### src/rtl/uart_byte_rx.sv
// 8N1 UART receiver: 16x oversampling, start-bit validation and 3-sample majority vote per bit.
// Emits a one-clk rx_done with the byte, or a one-clk frame_err when the stop bit is low.
module uart_byte_rx (
  input  logic       clk,
  input  logic       rst,
  input  logic [3:0] baud_set,
  input  logic       rs232_rx,
  output logic [7:0] data_byte,
  output logic       rx_done,
  output logic       frame_err,
  output logic       uart_state
);

  typedef enum logic [1:0] {IDLE, START, DATA, STOP} state_t;

  state_t      state;
  logic        rx_s1, rx_s2, rx_d;
  logic [8:0]  div_sel, div_max, div_cnt;
  logic [3:0]  sample_cnt;
  logic [2:0]  bit_cnt;
  logic [2:0]  vote;
  logic [7:0]  shreg;
  logic        fall, tick, bit_val;

  // Synchronizer and edge register reset high so reset release never looks like a start edge
  always_ff @(posedge clk or posedge rst) begin
    if (rst) begin
      rx_s1 <= 1'b1;
      rx_s2 <= 1'b1;
      rx_d  <= 1'b1;
    end else begin
      rx_s1 <= rs232_rx;
      rx_s2 <= rx_s1;
      rx_d  <= rx_s2;
    end
  end

  assign fall    = rx_d & ~rx_s2;
  assign tick    = (state != IDLE) && (div_cnt == div_max);
  assign bit_val = (vote[0] & vote[1]) | (vote[0] & vote[2]) | (vote[1] & vote[2]);

  always_comb begin
    case (baud_set)
      4'd0:    div_sel = 9'd324;
      4'd1:    div_sel = 9'd162;
      4'd2:    div_sel = 9'd80;
      4'd3:    div_sel = 9'd53;
      4'd4:    div_sel = 9'd26;
      4'd15:   div_sel = 9'd1;
      default: div_sel = 9'd324;
    endcase
  end

  always_ff @(posedge clk or posedge rst) begin
    if (rst) begin
      state      <= IDLE;
      div_max    <= 9'd324;
      div_cnt    <= '0;
      sample_cnt <= '0;
      bit_cnt    <= '0;
      vote       <= '0;
      shreg      <= '0;
      data_byte  <= '0;
      rx_done    <= 1'b0;
      frame_err  <= 1'b0;
      uart_state <= 1'b0;
    end else begin
      rx_done   <= 1'b0;
      frame_err <= 1'b0;
      if (state == IDLE) begin
        div_cnt    <= '0;
        sample_cnt <= '0;
        if (fall) begin
          div_max    <= div_sel;
          state      <= START;
          uart_state <= 1'b1;
        end
      end else begin
        div_cnt <= tick ? 9'd0 : div_cnt + 9'd1;
        if (tick) begin
          sample_cnt <= sample_cnt + 4'd1;
          case (sample_cnt)
            4'd7:    vote[0] <= rx_s2;
            4'd8:    vote[1] <= rx_s2;
            4'd9:    vote[2] <= rx_s2;
            default: ;
          endcase
          case (state)
            START: begin
              if (sample_cnt == 4'd10 && bit_val) begin
                state      <= IDLE;
                uart_state <= 1'b0;
              end else if (sample_cnt == 4'd15) begin
                state   <= DATA;
                bit_cnt <= '0;
              end
            end
            DATA: begin
              if (sample_cnt == 4'd10)
                shreg <= {bit_val, shreg[7:1]};
              if (sample_cnt == 4'd15) begin
                if (bit_cnt == 3'd7) state <= STOP;
                else                 bit_cnt <= bit_cnt + 3'd1;
              end
            end
            STOP: begin
              // Leave mid-stop-bit so a following start edge is never missed
              if (sample_cnt == 4'd10) begin
                if (bit_val) begin
                  data_byte <= shreg;
                  rx_done   <= 1'b1;
                end else begin
                  frame_err <= 1'b1;
                end
                state      <= IDLE;
                uart_state <= 1'b0;
              end
            end
            default: state <= IDLE;
          endcase
        end
      end
    end
  end

endmodule

### config.mk
export PLATFORM = sky130hd
export DESIGN_NAME = uart_byte_rx
export DESIGN_NICKNAME = d
export VERILOG_FILES = /design/src/rtl/uart_byte_rx.sv
export SDC_FILE = /design/constraint.sdc
export NUM_CORES = 1
export LEC_CHECK = 0
export CORE_MARGIN = 1.5
export CORE_UTILIZATION = 58
export DETAILED_ROUTE_END_ITERATION = 8
export GPL_ROUTABILITY_DRIVEN = 0
export GPL_TIMING_DRIVEN = 0
export HOLD_SLACK_MARGIN = 0.08
export PLACE_DENSITY = 0.81
export SLEW_MARGIN = 20
export SYNTH_ARGS = -nofsm -noshare
export SYNTH_HDL_FRONTEND = slang
export SYNTH_SLANG_ARGS = --single-unit
export TNS_END_PERCENT = 5
### constraint.sdc
create_clock -name clk -period 2.5 [get_ports clk]
set_clock_uncertainty 0.05 [all_clocks]
set_input_delay 0.5 -clock clk [delete_from_list [all_inputs] [get_ports clk]]
set_output_delay 0.5 -clock clk [all_outputs]
set_load 0.01 [all_outputs]
Yosys cells after proc, flatten, opt, wreduce, memory -nomap -nowiden

Index checks and enable logic that the tools add are counted.

Add/sub/neg operators: 3
Equality and inequality tests: 25
Multiplexer cells: 35
Bitwise logic cells: 8
Reduce and logical (&&, ||, !) cells: 16

Operators with widths:

| cell                                                            | count |
|---|---|
| 9-bit one-hot mux with 5 select lines                           | 1 |
| 4-bit == test, second input constant                            | 5 |
| 9-bit 2-to-1 mux                                                | 2 |
| 2-bit 2-to-1 mux                                                | 8 |
| 1-bit 2-to-1 mux                                                | 15 |
| 3-bit 2-to-1 mux                                                | 4 |
| 3-bit != test, second input constant                            | 4 |
| 2-bit != test, second input constant                            | 5 |
| 5-bit AND reduction                                             | 2 |
| 9-bit by 1-bit adder with 9-bit output, second input constant   | 1 |
| 9-bit == test                                                   | 1 |
| 3-bit AND reduction                                             | 3 |
| 4-bit by 2-bit == test with 1-bit output, second input constant | 2 |
| 4-bit by 3-bit == test with 1-bit output, second input constant | 2 |
| 4-bit 2-to-1 mux                                                | 2 |
| 7-bit AND reduction                                             | 1 |
| 2-bit one-hot mux with 3 select lines                           | 1 |
| 3-bit one-hot mux with 2 select lines                           | 1 |
| 6-bit AND reduction                                             | 1 |
| 2-bit nonzero test                                              | 3 |
| 4-bit by 1-bit adder with 4-bit output, second input constant   | 1 |
| 1-bit AND                                                       | 4 |
| 2-bit == test, second input constant                            | 2 |
| 4-bit by 1-bit == test with 1-bit output, second input constant | 1 |
| other kinds (12)                                                | 15 |

Register bits after elaboration: 52
Input port bits: 7
Logic and storage cells: 103

Logic depth before layout (Yosys ltp)

Gate-level depths: netlist of run 1.

Depth in word-level cells: 8
Mapped depth: 9
Depth with buffers taken out: 7

Worst setup path after synthesis of run 1

No wires, ideal clock.

Kind: flip-flop to flip-flop
From: register div_cnt[1]
To: register shreg[7]
Library setup time: 0.128 ns
Data arrival time: 1.846 ns
Required time: 2.322 ns
Path slack: 0.476 ns
Stages on the path, launching flop included: 8
Buffers on the path: 2
Clock period less this slack: 2.024 ns
Path through: dfrtp_1 > xor2_1 > nor4_4 > and4_1 > buf_4 > and3_1 > buf_4 > mux2_1

Word-level cells in the longest chain between the ends: 3

Ends and longest elaborated chain:

| item                                 | line | text |
|---|---|---|
| start, declared                      | 18   | `logic [8:0] div_sel, div_max, div_cnt;` |
| start signal, assigned               | 79   | `div_cnt <= tick ? 9'd0 : div_cnt + 9'd1;` |
| 9-bit == test                        | 39   | `assign tick = (state != IDLE) && (div_cnt == div_max);` |
| 1-bit logical AND                    | 39   |  |
| 4-bit AND reduction (no source line) | -    |  |
| end signal, assigned                 | 100  | `shreg <= {bit_val, shreg[7:1]};` |
| end, declared                        | 22   | `logic [7:0] shreg;` |

Every way passes these cells.
A chain may end at the register's enable or synchronous reset.

Final worst setup path of run 1

From: register div_cnt[7]
To: register shreg[4]

The elaborated chain is that of the path after synthesis.

==> results.json, run 1 <==
{
  "crit_top_cell": "sky130_fd_sc_hd__buf_4",
  "critical_path_s_top_delay_family": "simple AND/OR/NAND/NOR gates",
  "report.final.slew_viol_count": 0,
  "layout_min_cycle_time_ns": 2.23,
  "cpMaxStageDelayCell": "sky130_fd_sc_hd__dfrtp_1",
  "drtIter0Drc": 66,
  "layout_commonest_cell": "sky130_fd_sc_hd__dfrtp_1",
  "drc_errors": 0,
  "number_of_vias_per_cell_after_detailed_routing": 5.55,
  "post_synth_instance_area_mm2": 0.00260,
  "post_synth_main_area_contributors": "sky130_fd_sc_hd__dfrtp_1, sky130_fd_sc_hd__dfstp_2, sky130_fd_sc_hd__ha_1, sky130_fd_sc_hd__mux2_2, sky130_fd_sc_hd__xor2_1",
  "synth_xor_area_frac": 0.0707,
  "synth_enable_flop_cells": 0,
  "setup-violations-final": 0,
  "die_x_um": 70.0,
  "grt_start_max_net_pins": 30,
  "post_synth_inst_count": 234,
  "post-cts-setup-buffers": 0,
  "run_status": "finished clean",
  "postCtsResizedCells": 0,
  "final_nets": 273,
  "final_min_period_over_clock_period": 0.890,
  "core-area_mm2": 0.00432,
  "die_h_um": 70.0,
  "synth-seq-cells": 52,
  "antenna_found_initial": 0,
  "dpl_worst_slack_ns": 0.274,
  "sequential_cell_area_mm2": 0.00131,
  "synth-seq-area-share": 0.503,
  "holdCritStartpoint": "rx_s1",
  "final_layout_size_suffix_gt1_frac": 0.156,
  "setup_slack_ns": 0.274,
  "hold_buffers": 0,
  "dpl.hpwl_um": 3280,
  "cp-startpoint": "div_cnt[7]",
  "path_clk_slew_ns": 0.09,
  "cts_tree": "done",
  "critical_path.reg2reg.startpoint": "div_cnt[7]",
  "insertedDiodeCount": 0,
  "postSynthNetCount": 252,
  "avgRoutedWirePerCell_um": 14.3,
  "synth.area.mux_share": 0.104,
  "slew_headroom": 0.663,
  "yosys.area.top_type_share": 0.443,
  "cp_num_buf_inv": 2,
  "critPathMaxFanout": 8,
  "power_per_cell_area_mw_per_mm2": 743,
  "cp_cell_sequence": "xor2_1 -> nor4_4 -> and4_1 -> buf_4 -> and3_1 -> buf_4 -> mux2_1",
  "most-common-layout-cells": "sky130_fd_sc_hd__dfrtp_1, sky130_fd_sc_hd__nand2_1, sky130_fd_sc_hd__nor2_1",
  "wire_length_of_the_first_global_routing_pass_um": 7870,
  "regToRegSetupSlack_ns": 0.27,
  "fmax_mhz": 449,
  "congestion_overflow_gr": 0,
  "htree_num_levels": 2,
  "numPortBuffers": 13,
  "routed-via-count": 1709,
  "crit_required_ns": 2.64,
  "synthesis.yosys.warnings": 0,
  "post_synth.cell_area_avg_um2": 11.1,
  "multi_input_area_mm2": 0.00119,
  "via_count_of_the_first_global_routing_pass": 1676,
  "clockBufferDepth": 2,
  "gr-usage-all-layers": 0.203,
  "startpoint_type": "register",
  "clockRootBuffer": "sky130_fd_sc_hd__clkbuf_8",
  "power.static_leakage_nw": 1.45,
  "tritoncts.num_buffers": 5,
  "timing_hold_violations_final": 0,
  "synth.lib_cells_used.distinct": 47,
  "timing.setup.tns_ns": 0,
  "die-area_mm2": 0.00489,
  "clock_latency_ns": 0.31,
  "timing_worst_slew_pin_value_ns": 0.504,
  "power.ir.vdd_worst_mv": 0.602,
  "max_cap_viol_count": 0,
  "cts.sinks": 52,
  "postSynth.topFlopCell": "sky130_fd_sc_hd__dfrtp_1",
  "route.final.wire_length_um": 4400,
  "whs_ns": 0.311,
  "area_fraction_in_compound_gates_after_synthesis": 0.0558,
  "area.growth.synth_to_final_pct": 12.6,
  "power_mw": 2.17,
  "yosys.area_share.simple": 0.170,
  "worstHoldPathType": "register to register",
  "initial_core_util": 0.601,
  "slowest_stage_delay_cp_ns": 0.43,
  "worst_path_class_setup": "register to register",
  "fillCellCount": 336,
  "largest_family_of_logic_cells_by_synthesized_area": "simple AND/OR/NAND/NOR gates",
  "rsz_0062_raised_after_global_routing": "no",
  "cp-end-kind": "register",
  "rows": 24,
  "pin_count": 18,
  "post_synth_fa_ha_maj_area_fraction": 0.0568,
  "data_arrival_at_the_endpoint_of_the_critical_path_ns": 2.36,
  "async_flop_share": 1.00,
  "antenna_violating_nets_post_route": 0,
  "firstDrtPassIters": 4,
  "most_area_hungry_cell_type_in_the_yosys_netlist": "sky130_fd_sc_hd__dfrtp_1"
}
flip-flops by register name, summed over array words and instances (netlist names):
| name | flops |
|---|---|
| vote | 3 |
| uart_state | 1 |
| rx_s2 | 1 |
| data_byte | 8 |
| rx_d | 1 |
| bit_cnt | 3 |
| div_cnt | 9 |
| shreg | 8 |
| state | 2 |
| rx_done | 1 |
| rx_s1 | 1 |
| sample_cnt | 4 |
| div_max | 9 |
| frame_err | 1 |
stage by stage:
stage | instances | cell area [um^2] | utilization
floorplan | 234 | 2600 | -
global placement | 299 | 2800 | 0.646
detailed placement | 300 | 2820 | 0.651
CTS | 308 | 2930 | 0.677
global route | 308 | 2930 | 0.677
finish | 308 | 2930 | 0.677
worst reg2reg max path, stage by stage, from the launching register on:
cell and delay [ns]:
sky130_fd_sc_hd__dfrtp_1 0.43, sky130_fd_sc_hd__xor2_1 0.18, sky130_fd_sc_hd__nor4_4 0.38, sky130_fd_sc_hd__and4_1 0.24, sky130_fd_sc_hd__buf_4 0.16, sky130_fd_sc_hd__and3_1 0.18
sky130_fd_sc_hd__buf_4 0.17, sky130_fd_sc_hd__mux2_1 0.33
report_power, final:
part	total (mW)	switching, mW	internal, mW
Combinational	0.564	0.337	0.227
Sequential	1.03	0.0845	0.948
Clock	0.577	0.274	0.303
area by class of cell:
class | instances | share of cell area
inverter | 12 | 0.0154
buffer | 11 | 0.0197
timing repair buffer | 14 | 0.0513
clock buffer | 6 | 0.0248
tap | 52 | 0.0222
sequential | 52 | 0.447
clock inverter | 2 | 0.0133
multi-input combinational | 159 | 0.406
routing by layer:
| metal | share of wire | wire, um | GRT usage | vias up |
|---|---|---|---|---|
| met2 | 0.48 | 2120 | 0.323 | 24 |
| met1 | 0.48 | 2090 | 0.279 | 837 |
| met5 | 0 | 0 | 0 | - |
| li1 | - | - | - | 841 |
| met3 | 0.025 | 108 | 0.0390 | 7 |
| met4 | 0.017 | 76 | 0.0726 | 0 |
kinds of logic after synthesis:
family                     count (synthesis)
buffers and inverters                     23
AOI/OAI and AO/OA                         22
muxes                                     24
DFF                                       52
xor gates and xnor gates                  21
and+or+nand+nor                           80
adders and majority gates                 12
synth_stat cells (all sizes together) (2+ instances only):
cell	n
nor3	3
mux2i	3
nor2	21
dfstp	6
nand3	10
ha	11
nor2b	3
nand2	22
and4	2
o22ai	2
mux2	21
xnor2	8
xor2	13
dfrtp	46
inv	12
clkbuf	7
buf	4
nand4	4
and4b	2
a22o	2
o21ai	6
or3	2
a21oi	4
and3	6
final timing paths:
check,cells after the start,endpoint
max,7,shreg[4]
min,0,rx_s2
max reg2reg,7,shreg[4]
min reg2reg,0,rx_s2
max in group asynchronous,3,div_max[2]
min in group asynchronous,2,shreg[6]
No activity file was read; power rests on OpenSTA's default activity.
==> run 2: changes to the inputs <==
--- a/config.mk
+++ b/config.mk
@@ -7,11 +7,14 @@
 export LEC_CHECK = 0
 export CORE_MARGIN = 1.5
 export CORE_UTILIZATION = 58
+export CTS_CLUSTER_SIZE = 24
 export DETAILED_ROUTE_END_ITERATION = 8
 export GPL_ROUTABILITY_DRIVEN = 0
 export GPL_TIMING_DRIVEN = 0
 export HOLD_SLACK_MARGIN = 0.08
+export MAX_ROUTING_LAYER = met4
 export PLACE_DENSITY = 0.81
+export SETUP_SLACK_MARGIN = 0.3
 export SLEW_MARGIN = 20
 export SYNTH_ARGS = -nofsm -noshare
 export SYNTH_HDL_FRONTEND = slang
==> run 2 against run 1 <==
Compared with the run above: first-iteration DRC count increased by 42%; hold slack improved by 0.00083 ns; non-clock buffer count increased by 4; critical path depth unchanged; worst setup slack got worse by 0.0035 ns; global-route usage increased by 0.58 points; largest cell class unchanged.
==> results.json, run 2 (synthesis results as in run 1) <==
{
  "run_status": "finished clean",
  "dpl.hpwl_um": 3280,
  "timing.setup.tns_ns": 0,
  "final_nets": 277,
  "wire_length_of_the_first_global_routing_pass_um": 7870,
  "timing_worst_slew_pin_value_ns": 0.511,
  "area.growth.synth_to_final_pct": 15.6,
  "route.final.wire_length_um": 4770,
  "report.final.slew_viol_count": 0,
  "firstDrtPassIters": 4,
  "final_min_period_over_clock_period": 0.892,
  "layout_commonest_cell": "sky130_fd_sc_hd__dfrtp_1",
  "critical_path.reg2reg.startpoint": "div_max[6]",
  "place.detailed.instances": 300,
  "rows": 24,
  "max_cap_viol_count": 0,
  "core-area_mm2": 0.00432,
  "clockRootBuffer": "sky130_fd_sc_hd__clkbuf_8",
  "regToRegSetupSlack_ns": 0.27,
  "holdCritStartpoint": "rx_s1",
  "hold_path_end": "rx_s2",
  "clockBufferDepth": 2,
  "rr_endpoint": "shreg[5]",
  "antenna_violating_nets_post_route": 0,
  "met2_length_um": 2370,
  "drtIter0Drc": 94,
  "cp_cell_sequence": "xor2_2 -> nor4_4 -> and4_1 -> buf_6 -> and3_4 -> buf_8 -> mux2_4",
  "die-area_mm2": 0.00489,
  "place_area_mm2": 0.00282,
  "cp_num_buf_inv": 2,
  "tritoncts.num_buffers": 5,
  "numPortBuffers": 13,
  "cts_tree": "done",
  "cp-end-kind": "register",
  "slowest_stage_delay_cp_ns": 0.58,
  "power_per_cell_area_mw_per_mm2": 742,
  "routed-via-count": 1717,
  "slew_headroom": 0.659,
  "antenna_found_initial": 0,
  "final_design_area_no_fill_mm2": 0.00301,
  "startpoint_type": "register",
  "wl_met1_um": 2240,
  "number_of_vias_per_cell_after_detailed_routing": 5.50,
  "rsz_0062_raised_after_global_routing": "yes",
  "congestion_overflow_gr": 0,
  "reg2regPathDepth": 7,
  "cts.sinks": 52,
  "fmax_mhz": 449,
  "top_regs": "div_cnt x9, div_max x9",
  "timing_hold_violations_final": 0,
  "critical_path_s_top_delay_family": "simple AND/OR/NAND/NOR gates",
  "cpMaxStageDelayCell": "sky130_fd_sc_hd__dfstp_2",
  "insertedDiodeCount": 0,
  "final_layout_size_suffix_gt1_frac": 0.204,
  "dpl_worst_slack_ns": 0.274,
  "htree_num_levels": 2,
  "clock_latency_ns": 0.31,
  "drc_errors": 0,
  "setup-violations-final": 0,
  "initial_core_util": 0.601,
  "die_h_um": 70.0,
  "critPathMaxFanout": 8,
  "most-common-layout-cells": "sky130_fd_sc_hd__dfrtp_1, sky130_fd_sc_hd__nand2_1, sky130_fd_sc_hd__nor2_1",
  "hold_buffers": 0,
  "die_x_um": 70.0,
  "grt_start_max_net_pins": 30,
  "crit_required_ns": 2.64,
  "avgRoutedWirePerCell_um": 15.3,
  "data_arrival_at_the_endpoint_of_the_critical_path_ns": 2.37,
  "via_count_of_the_first_global_routing_pass": 1674,
  "path_clk_slew_ns": 0.09,
  "layout_min_cycle_time_ns": 2.23,
  "setup_slack_ns": 0.270,
  "gr-usage-all-layers": 0.208,
  "fin_cells": 312,
  "highest_signal_layer_in_the_routed_design": "met4",
  "power_mw": 2.23,
  "whs_path_depth": 0,
  "power.static_leakage_nw": 1.47,
  "worst_path_class_setup": "register to register",
  "power.ir.vdd_worst_mv": 0.556,
  "pin_count": 18,
  "worstHoldPathType": "register to register",
  "routed-wl-met3_um": 90
}
run 2: cell count changes in the layout (fill, tap and decap cells not counted):
cell / delta
sky130_fd_sc_hd__and3_1: -1
sky130_fd_sc_hd__and3_4: +1
sky130_fd_sc_hd__buf_4: +2
sky130_fd_sc_hd__buf_6: +1
sky130_fd_sc_hd__buf_8: +1
sky130_fd_sc_hd__mux2_1: -7
sky130_fd_sc_hd__mux2_4: +7
sky130_fd_sc_hd__xor2_1: -1
sky130_fd_sc_hd__xor2_2: +1
run 2: where the power goes:
part / internal (mW) / switching, mW / leakage [nW]
Clock: 0.303 / 0.278 / 0.0558
Sequential: 0.948 / 0.0885 / 0.694
Combinational: 0.256 / 0.356 / 0.719
run 2: through the flow:
step / hold WS [ns] / utilization
5_1_grt: 0.313 / 0.695
3_3_place_gp: 0.298 / 0.646
3_5_place_dp: 0.298 / 0.651
6_report: 0.312 / 0.695
2_1_floorplan: 0.295 / -
4_1_cts: 0.311 / 0.677
run 2: per-layer routing:
metal / vias to the layer above / GRT usage
met4: 0 / 0.0726
met1: 840 / 0.279
li1: 852 / -
met3: 6 / 0.0390
met2: 19 / 0.323
met5: - / -
run 2: final cells by class:
cell class	instances	area (um^2)
plain buffers	11	68.8
clock buffers	6	72.6
clock inverters	2	38.8
fillers	322	1320
inverters	12	45.0
multi-input cells	159	1230
flip-flops and latches	52	1310
well taps	52	65.1
repair buffers	18	180
run 2: worst reg2reg max path: cells and delay by family, from the launching register on:
family	cells	cell delay (ns)
simple gates	3	0.81
mux	1	0.31
xor+xnor	1	0.10
flops	1	0.58
buf+inv	2	0.27
run 2: timing repair:
item,in CTS,in global routing
pin swaps,0,2
setup buffers,0,4
gates resized for setup,0,12
setup endpoints to repair,8,8
run 2: worst max-delay path by stage:
stage | depth (start not counted) | slack (ns) | start | endpoint
6_report | 7 | 0.27 | div_max[6] | shreg[5]
5_1_grt | 7 | 0.21 | div_max[6] | shreg[0]
4_1_cts | 7 | 0.27 | div_cnt[1] | shreg[6]
3_5_place_dp | 7 | 0.27 | div_cnt[7] | shreg[6]
3_3_place_gp | 2 | -0.23 | rst | state[0]
2_1_floorplan | 7 | 0.48 | div_cnt[1] | shreg[7]
==> RTL change 1 (settings of run 2) <==
Put one more register stage on the output `rx_done`, with the module's reset. The value now appears one clock later. The other outputs are not delayed to match.
--- a/src/rtl/uart_byte_rx.sv
+++ b/src/rtl/uart_byte_rx.sv
@@ -13,4 +13,6 @@
 
   typedef enum logic [1:0] {IDLE, START, DATA, STOP} state_t;
+
+  logic rx_done_s0;
 
   state_t      state;
@@ -62,9 +64,9 @@
       shreg      <= '0;
       data_byte  <= '0;
-      rx_done    <= 1'b0;
+      rx_done_s0 <= 1'b0;
       frame_err  <= 1'b0;
       uart_state <= 1'b0;
     end else begin
-      rx_done   <= 1'b0;
+      rx_done_s0 <= 1'b0;
       frame_err <= 1'b0;
       if (state == IDLE) begin
@@ -109,5 +111,5 @@
                 if (bit_val) begin
                   data_byte <= shreg;
-                  rx_done   <= 1'b1;
+                  rx_done_s0 <= 1'b1;
                 end else begin
                   frame_err <= 1'b1;
@@ -124,4 +126,12 @@
   end
 
+  always_ff @(posedge clk or posedge rst) begin
+    if (rst) begin
+      rx_done <= '0;
+    end else begin
+      rx_done <= rx_done_s0;
+    end
+  end
+
 endmodule
 
Check against the original RTL: same outputs for any inputs over 10 cycles, from zero or initial values and one cycle with rst high; that may be too few to reach the edited logic, so the function may still have changed.
==> RTL change 1 against run 2 <==
  * Synthesized area shrank 0.58%
  * Power grew 6.0%
  * Worst hold slack lost 0.0026 ns
  * Maximum frequency grew 1.2%
  * Sequential cell count grew 1
  * Final area shrank 1.7%
  * Wire length shrank 6.5%
  * Worst setup slack gained 0.026 ns
  * Combinational power shrank 5.7%
==> RTL change 1: results (changes against run 2) <==
cts:
  cts_setup_buffers: 1  # +1
logic_synthesis:
  post_synth.cell_area_avg_um2: 11.3  # +1.6%
  top_post_synthesis_cells_by_count: "sky130_fd_sc_hd__dfrtp_1 (47), sky130_fd_sc_hd__nand2_1 (21), sky130_fd_sc_hd__mux2_2 (19), sky130_fd_sc_hd__nor2_1 (19), sky130_fd_sc_hd__xor2_1 (13)"
  ys_seq_area_share_pct: 51.6  # +1.3 points
  netlist_top_cells_area: "sky130_fd_sc_hd__dfrtp_1 (45%), sky130_fd_sc_hd__mux2_2 (8.3%), sky130_fd_sc_hd__dfstp_2 (6.1%), sky130_fd_sc_hd__ha_1 (5.3%), sky130_fd_sc_hd__xor2_1 (4.4%)"
  synth_cell_type_count: 44  # -6.4%
global_route:
  antenna_found_initial: 0  # unchanged
  grt_usage_pct: 21.1  # +0.22 points
  grt_pass1_vias: 1669  # -0.30%
  grt_max_degree: 37  # +23%
  grt_pass1_wl_um: 7850  # -0.18%
placement:
  placement.setup.worst_slack_ns: 0.242  # -0.0324 ns
  placed_cells_incl_taps: 295  # -1.7%
  postPlaceCellArea_um2: 2800  # -0.53%
min_path:
  min_path_type: "register to register"
final_layout:
  final_net_count: 269  # -2.9%
  nFillCells: 315  # -2.2%
  layout_top_registers: "div_cnt: 9 flops, div_max: 9 flops"
  drive_gt1_share_pct: 18.3  # -2.1 points
setup_path:
  worst_path_largest_cell_delay_ns: 0.54  # -0.04 ns
  worst_r2r_path_depth: 5  # -2
  critPathArrivalTime_ns: 2.35  # -0.02 ns
  critical_path.startpoint: "div_max[8]$_DFFE_PP1P_"
  crit_end: "bit_cnt[0]$_DFFE_PP0P_"
sta:
  worst_hold_slack_ns: 0.309  # -0.00261 ns
  min_period_over_period_pct: 88.2  # -1.0 points
power_and_ir_drop:
  vdd.ir_drop.worst_mv: 0.481  # -14%
  cellLeakagePower_nw: 1.43  # -2.6%
outcome:
  outcome: "finished, final reports clean"
route:
  drt_wl_total_um: 4450  # -6.5%
  viasPerCell: 5.48  # -0.36%
  detail_route.wl_per_cell_um: 14.7  # -4.1%
  dr.first_iter.drc_count: 81  # -14%
-- RTL change 1: cell types whose count changed after synthesis, moves of 2 or more --
cell,change
sky130_fd_sc_hd__buf_4,-2
sky130_fd_sc_hd__nand2b_1,+3
sky130_fd_sc_hd__and3_2,-2
sky130_fd_sc_hd__and4_1,-2
sky130_fd_sc_hd__and4b_1,-2
sky130_fd_sc_hd__mux2_1,-8
sky130_fd_sc_hd__mux2_2,+7
sky130_fd_sc_hd__o21ai_0,+4
sky130_fd_sc_hd__nor4_1,+2
sky130_fd_sc_hd__nor2_1,-2
sky130_fd_sc_hd__inv_1,-2
-- RTL change 1: cells by family (layout without fill, tap and decap cells) --
family,after synthesis,count (layout),synth area share [%]
multiplexers,23,23,10.0
XOR/XNOR,21,21,7.12
AND/OR/NAND/NOR,78,78,16.5
buffers and inverters,18,41,3.29
AO/OA/AOI/OAI,24,24,5.81
adder cells (fa/ha/maj),12,12,5.71
flip-flops,53,53,51.6
-- RTL change 1: area by class of cell --
| type | count | area, µm² | share of cell area [%] |
|---|---|---|---|
| Timing Repair Buffer | 15 | 170 | 5.76 |
| Inverter | 10 | 37.5 | 1.27 |
| Tap cell | 52 | 65.1 | 2.20 |
| Sequential cell | 53 | 1330 | 45.1 |
| Buffer | 8 | 48.8 | 1.65 |
| Clock buffer | 5 | 68.8 | 2.33 |
| Multi-Input combinational cell | 158 | 1170 | 39.5 |
| Clock inverter | 3 | 65.1 | 2.20 |
-- RTL change 1: worst min-delay path by stage --
| stage | from | endpoint | depth (start not counted) |
|---|---|---|---|
| after CTS | rx_s1$_DFF_PP1_ | rx_s2$_DFF_PP1_ | 0 |
| after global placement | rx_done_s0$_DFF_PP0_ | rx_done$_DFF_PP0_ | 0 |
| after floorplan | rx_done_s0$_DFF_PP0_ | rx_done$_DFF_PP0_ | 0 |
| after global routing | rx_s1$_DFF_PP1_ | rx_s2$_DFF_PP1_ | 0 |
| after detailed placement | rx_s1$_DFF_PP1_ | rx_s2$_DFF_PP1_ | 0 |
| final | rx_s1$_DFF_PP1_ | rx_s2$_DFF_PP1_ | 0 |
-- RTL change 1: report_power, final --
group | switching, mW | internal, mW
combinational | 0.340 | 0.238
clock | 0.280 | 0.398
sequential | 0.114 | 0.995
-- RTL change 1: routing by layer --
metal	track usage, %	vias to the layer above	part of all wire, %	wire length, µm
met2	29.9	28	46	2050
li1	-	817	-	-
met5	-	-	0	0
met4	8.12	0	2.0	90
met1	29.7	814	49	2180
met3	4.80	8	3.0	135
-- RTL change 1: critical path: cells and delay by family, from the launching register on --
kind	cells	cell delay [ns]
AND/OR/NAND/NOR	3	1.11
flip-flops	1	0.54
multiplexers	1	0.31
XOR/XNOR	1	0.09
==> RTL change 2 (flow settings as in run 2) <==
Without the edit above. Re-encode `state_t` (4 states) as one-hot, 4 bits wide.
--- a/src/rtl/uart_byte_rx.sv
+++ b/src/rtl/uart_byte_rx.sv
@@ -12,5 +12,5 @@
 );
 
-  typedef enum logic [1:0] {IDLE, START, DATA, STOP} state_t;
+  typedef enum logic [3:0] {IDLE = 4'b0001, START = 4'b0010, DATA = 4'b0100, STOP = 4'b1000} state_t;
 
   state_t      state;
Behaviour: same outputs for any inputs over 10 cycles, from zero or initial values and one cycle with rst high; not proved beyond that.
==> RTL change 2 against run 2 <==
  * Worst setup slack improved by 0.029 ns
  * Die area rose by 2.9%
  * Maximum frequency rose by 1.3%
  * Synthesized area rose by 3.0%
  * Synthesized cell count rose by 0.85%
  * Wire length fell by 0.90%
  * Sequential cell count rose by 2
  * Final area rose by 1.3%
  * Critical path type unchanged
  * Largest cell class unchanged
  * Highest routed layer unchanged
Power is not compared: it rests on default switching activity, and its combinational part moved more than twofold at a synthesized area within 25%.
==> RTL change 2: results (changes against run 2) <==
final_layout:
  nonClockBufferCount: 27  # -6.9%
  multiInputGateArea_um2: 1260  # +2.4%
  nFillCells: 312  # -3.1%
  final_cells: 311  # -0.32%
  register_area_um2: 1360  # +4.0%
  drive_gt1_share_pct: 22.8  # +2.4 points
  multiInputCombCellCount: 163  # +2.5%
  final.signal_inverter_count: 7  # -5
  layout.nonclk_buf_share_pct: 7.23  # -1.1 points
  final_net_count: 272  # -1.8%
  clkbuf_count: 5  # -1
  layout.clock.cell_area_share_pct: 3.82  # +0.12 points
logic_synthesis:
  postSynthCellCount: 236  # +0.85%
  ys_seq_area_share_pct: 50.8  # +0.43 points
  syn_nets: 250  # -0.79%
  netlist_top_cells_area: "sky130_fd_sc_hd__dfrtp_1 (44%), sky130_fd_sc_hd__mux2_2 (8.0%), sky130_fd_sc_hd__dfstp_2 (6.9%), sky130_fd_sc_hd__xor2_1 (4.9%), sky130_fd_sc_hd__nand2_1 (3.6%)"
  synth_cell_type_count: 51  # +8.5%
  top_post_synthesis_cells_by_count: "sky130_fd_sc_hd__dfrtp_1 (47), sky130_fd_sc_hd__nand2_1 (26), sky130_fd_sc_hd__mux2_2 (19), sky130_fd_sc_hd__nor2_1 (15), sky130_fd_sc_hd__xor2_1 (15)"
  ys_async_sr_fraction_pct: 100  # unchanged
placement:
  port-buffer-count: 13  # unchanged
  placed_cells_incl_taps: 302  # +0.67%
route:
  detail_route.wl_per_cell_um: 15.2  # -0.58%
  wl_on_met1_um: 2230  # -0.71%
  dr.first_iter.drc_count: 127  # +35%
  routed-wl-met3_um: 189  # +110%
  met2_length_um: 2230  # -5.9%
  viasPerCell: 5.80  # +5.4%
global_route:
  grt_max_degree: 34  # +13%
  use_met2_pct: 31.6  # -0.71 points
  grt_pass1_vias: 1718  # +2.6%
  use_met1_pct: 30.7  # +2.8 points
  grt_usage_pct: 21.6  # +0.76 points
  grt_pass1_wl_um: 8290  # +5.4%
  global_route.usage.met3_pct: 3.85  # -0.050 points
setup_path:
  critical_path.max_fanout: 10  # +2
  worst_path_largest_cell_delay_ns: 0.42  # -0.16 ns
  worst_r2r_path_depth: 7  # unchanged
  r2r_start: "div_max[4]$_DFFE_PP0P_"
  crit_end: "shreg[3]$_DFFE_PP0P_"
  critPathSlowestCell: "sky130_fd_sc_hd__dfrtp_1"
  setup.reg_to_reg.worst_slack_ns: 0.30  # +0.03 ns
cts:
  clock-sinks: 54  # +3.8%
  clock-root-buffer: "sky130_fd_sc_hd__clkbuf_8"
  path_clk_slew_ns: 0.10
min_path:
  min-delay-start: "rx_s1$_DFF_PP1_"
sta:
  worst_slew_margin_rel_pct: 56.7  # -9.2 points
outcome:
  outcome: "finished, final reports clean"
-- RTL change 2: cells by family after synthesis --
logic type      count (synthesis)  synth area share, %
simple gates                   83                 17.8
flops                          54                 50.8
compound gates                 27                 7.71
mux                            25                 10.3
xor+xnor                       20                 6.54
buf+inv                        19                 3.27
fa+ha+maj                       8                 3.64
-- RTL change 2: repair_timing --
action / CTS / global route
gates resized for setup: 2 / 5
setup buffers: 0 / 1
setup endpoints to repair: 20 / 19
pin swaps: 0 / 1
-- RTL change 2: through the flow --
step                power [mW]  hold slack (ns)  util, %  area [µm²]  setup slack, ns
global route              1.58            0.321     69.0        3050            0.193
global placement         0.943            0.297     65.1        2870           -0.282
finish                    1.53            0.310     69.0        3050            0.299
floorplan                0.932            0.295        -        2680            0.464
detailed placement       0.948            0.298     65.6        2890            0.279
CTS                       1.55            0.311     68.4        3020            0.279
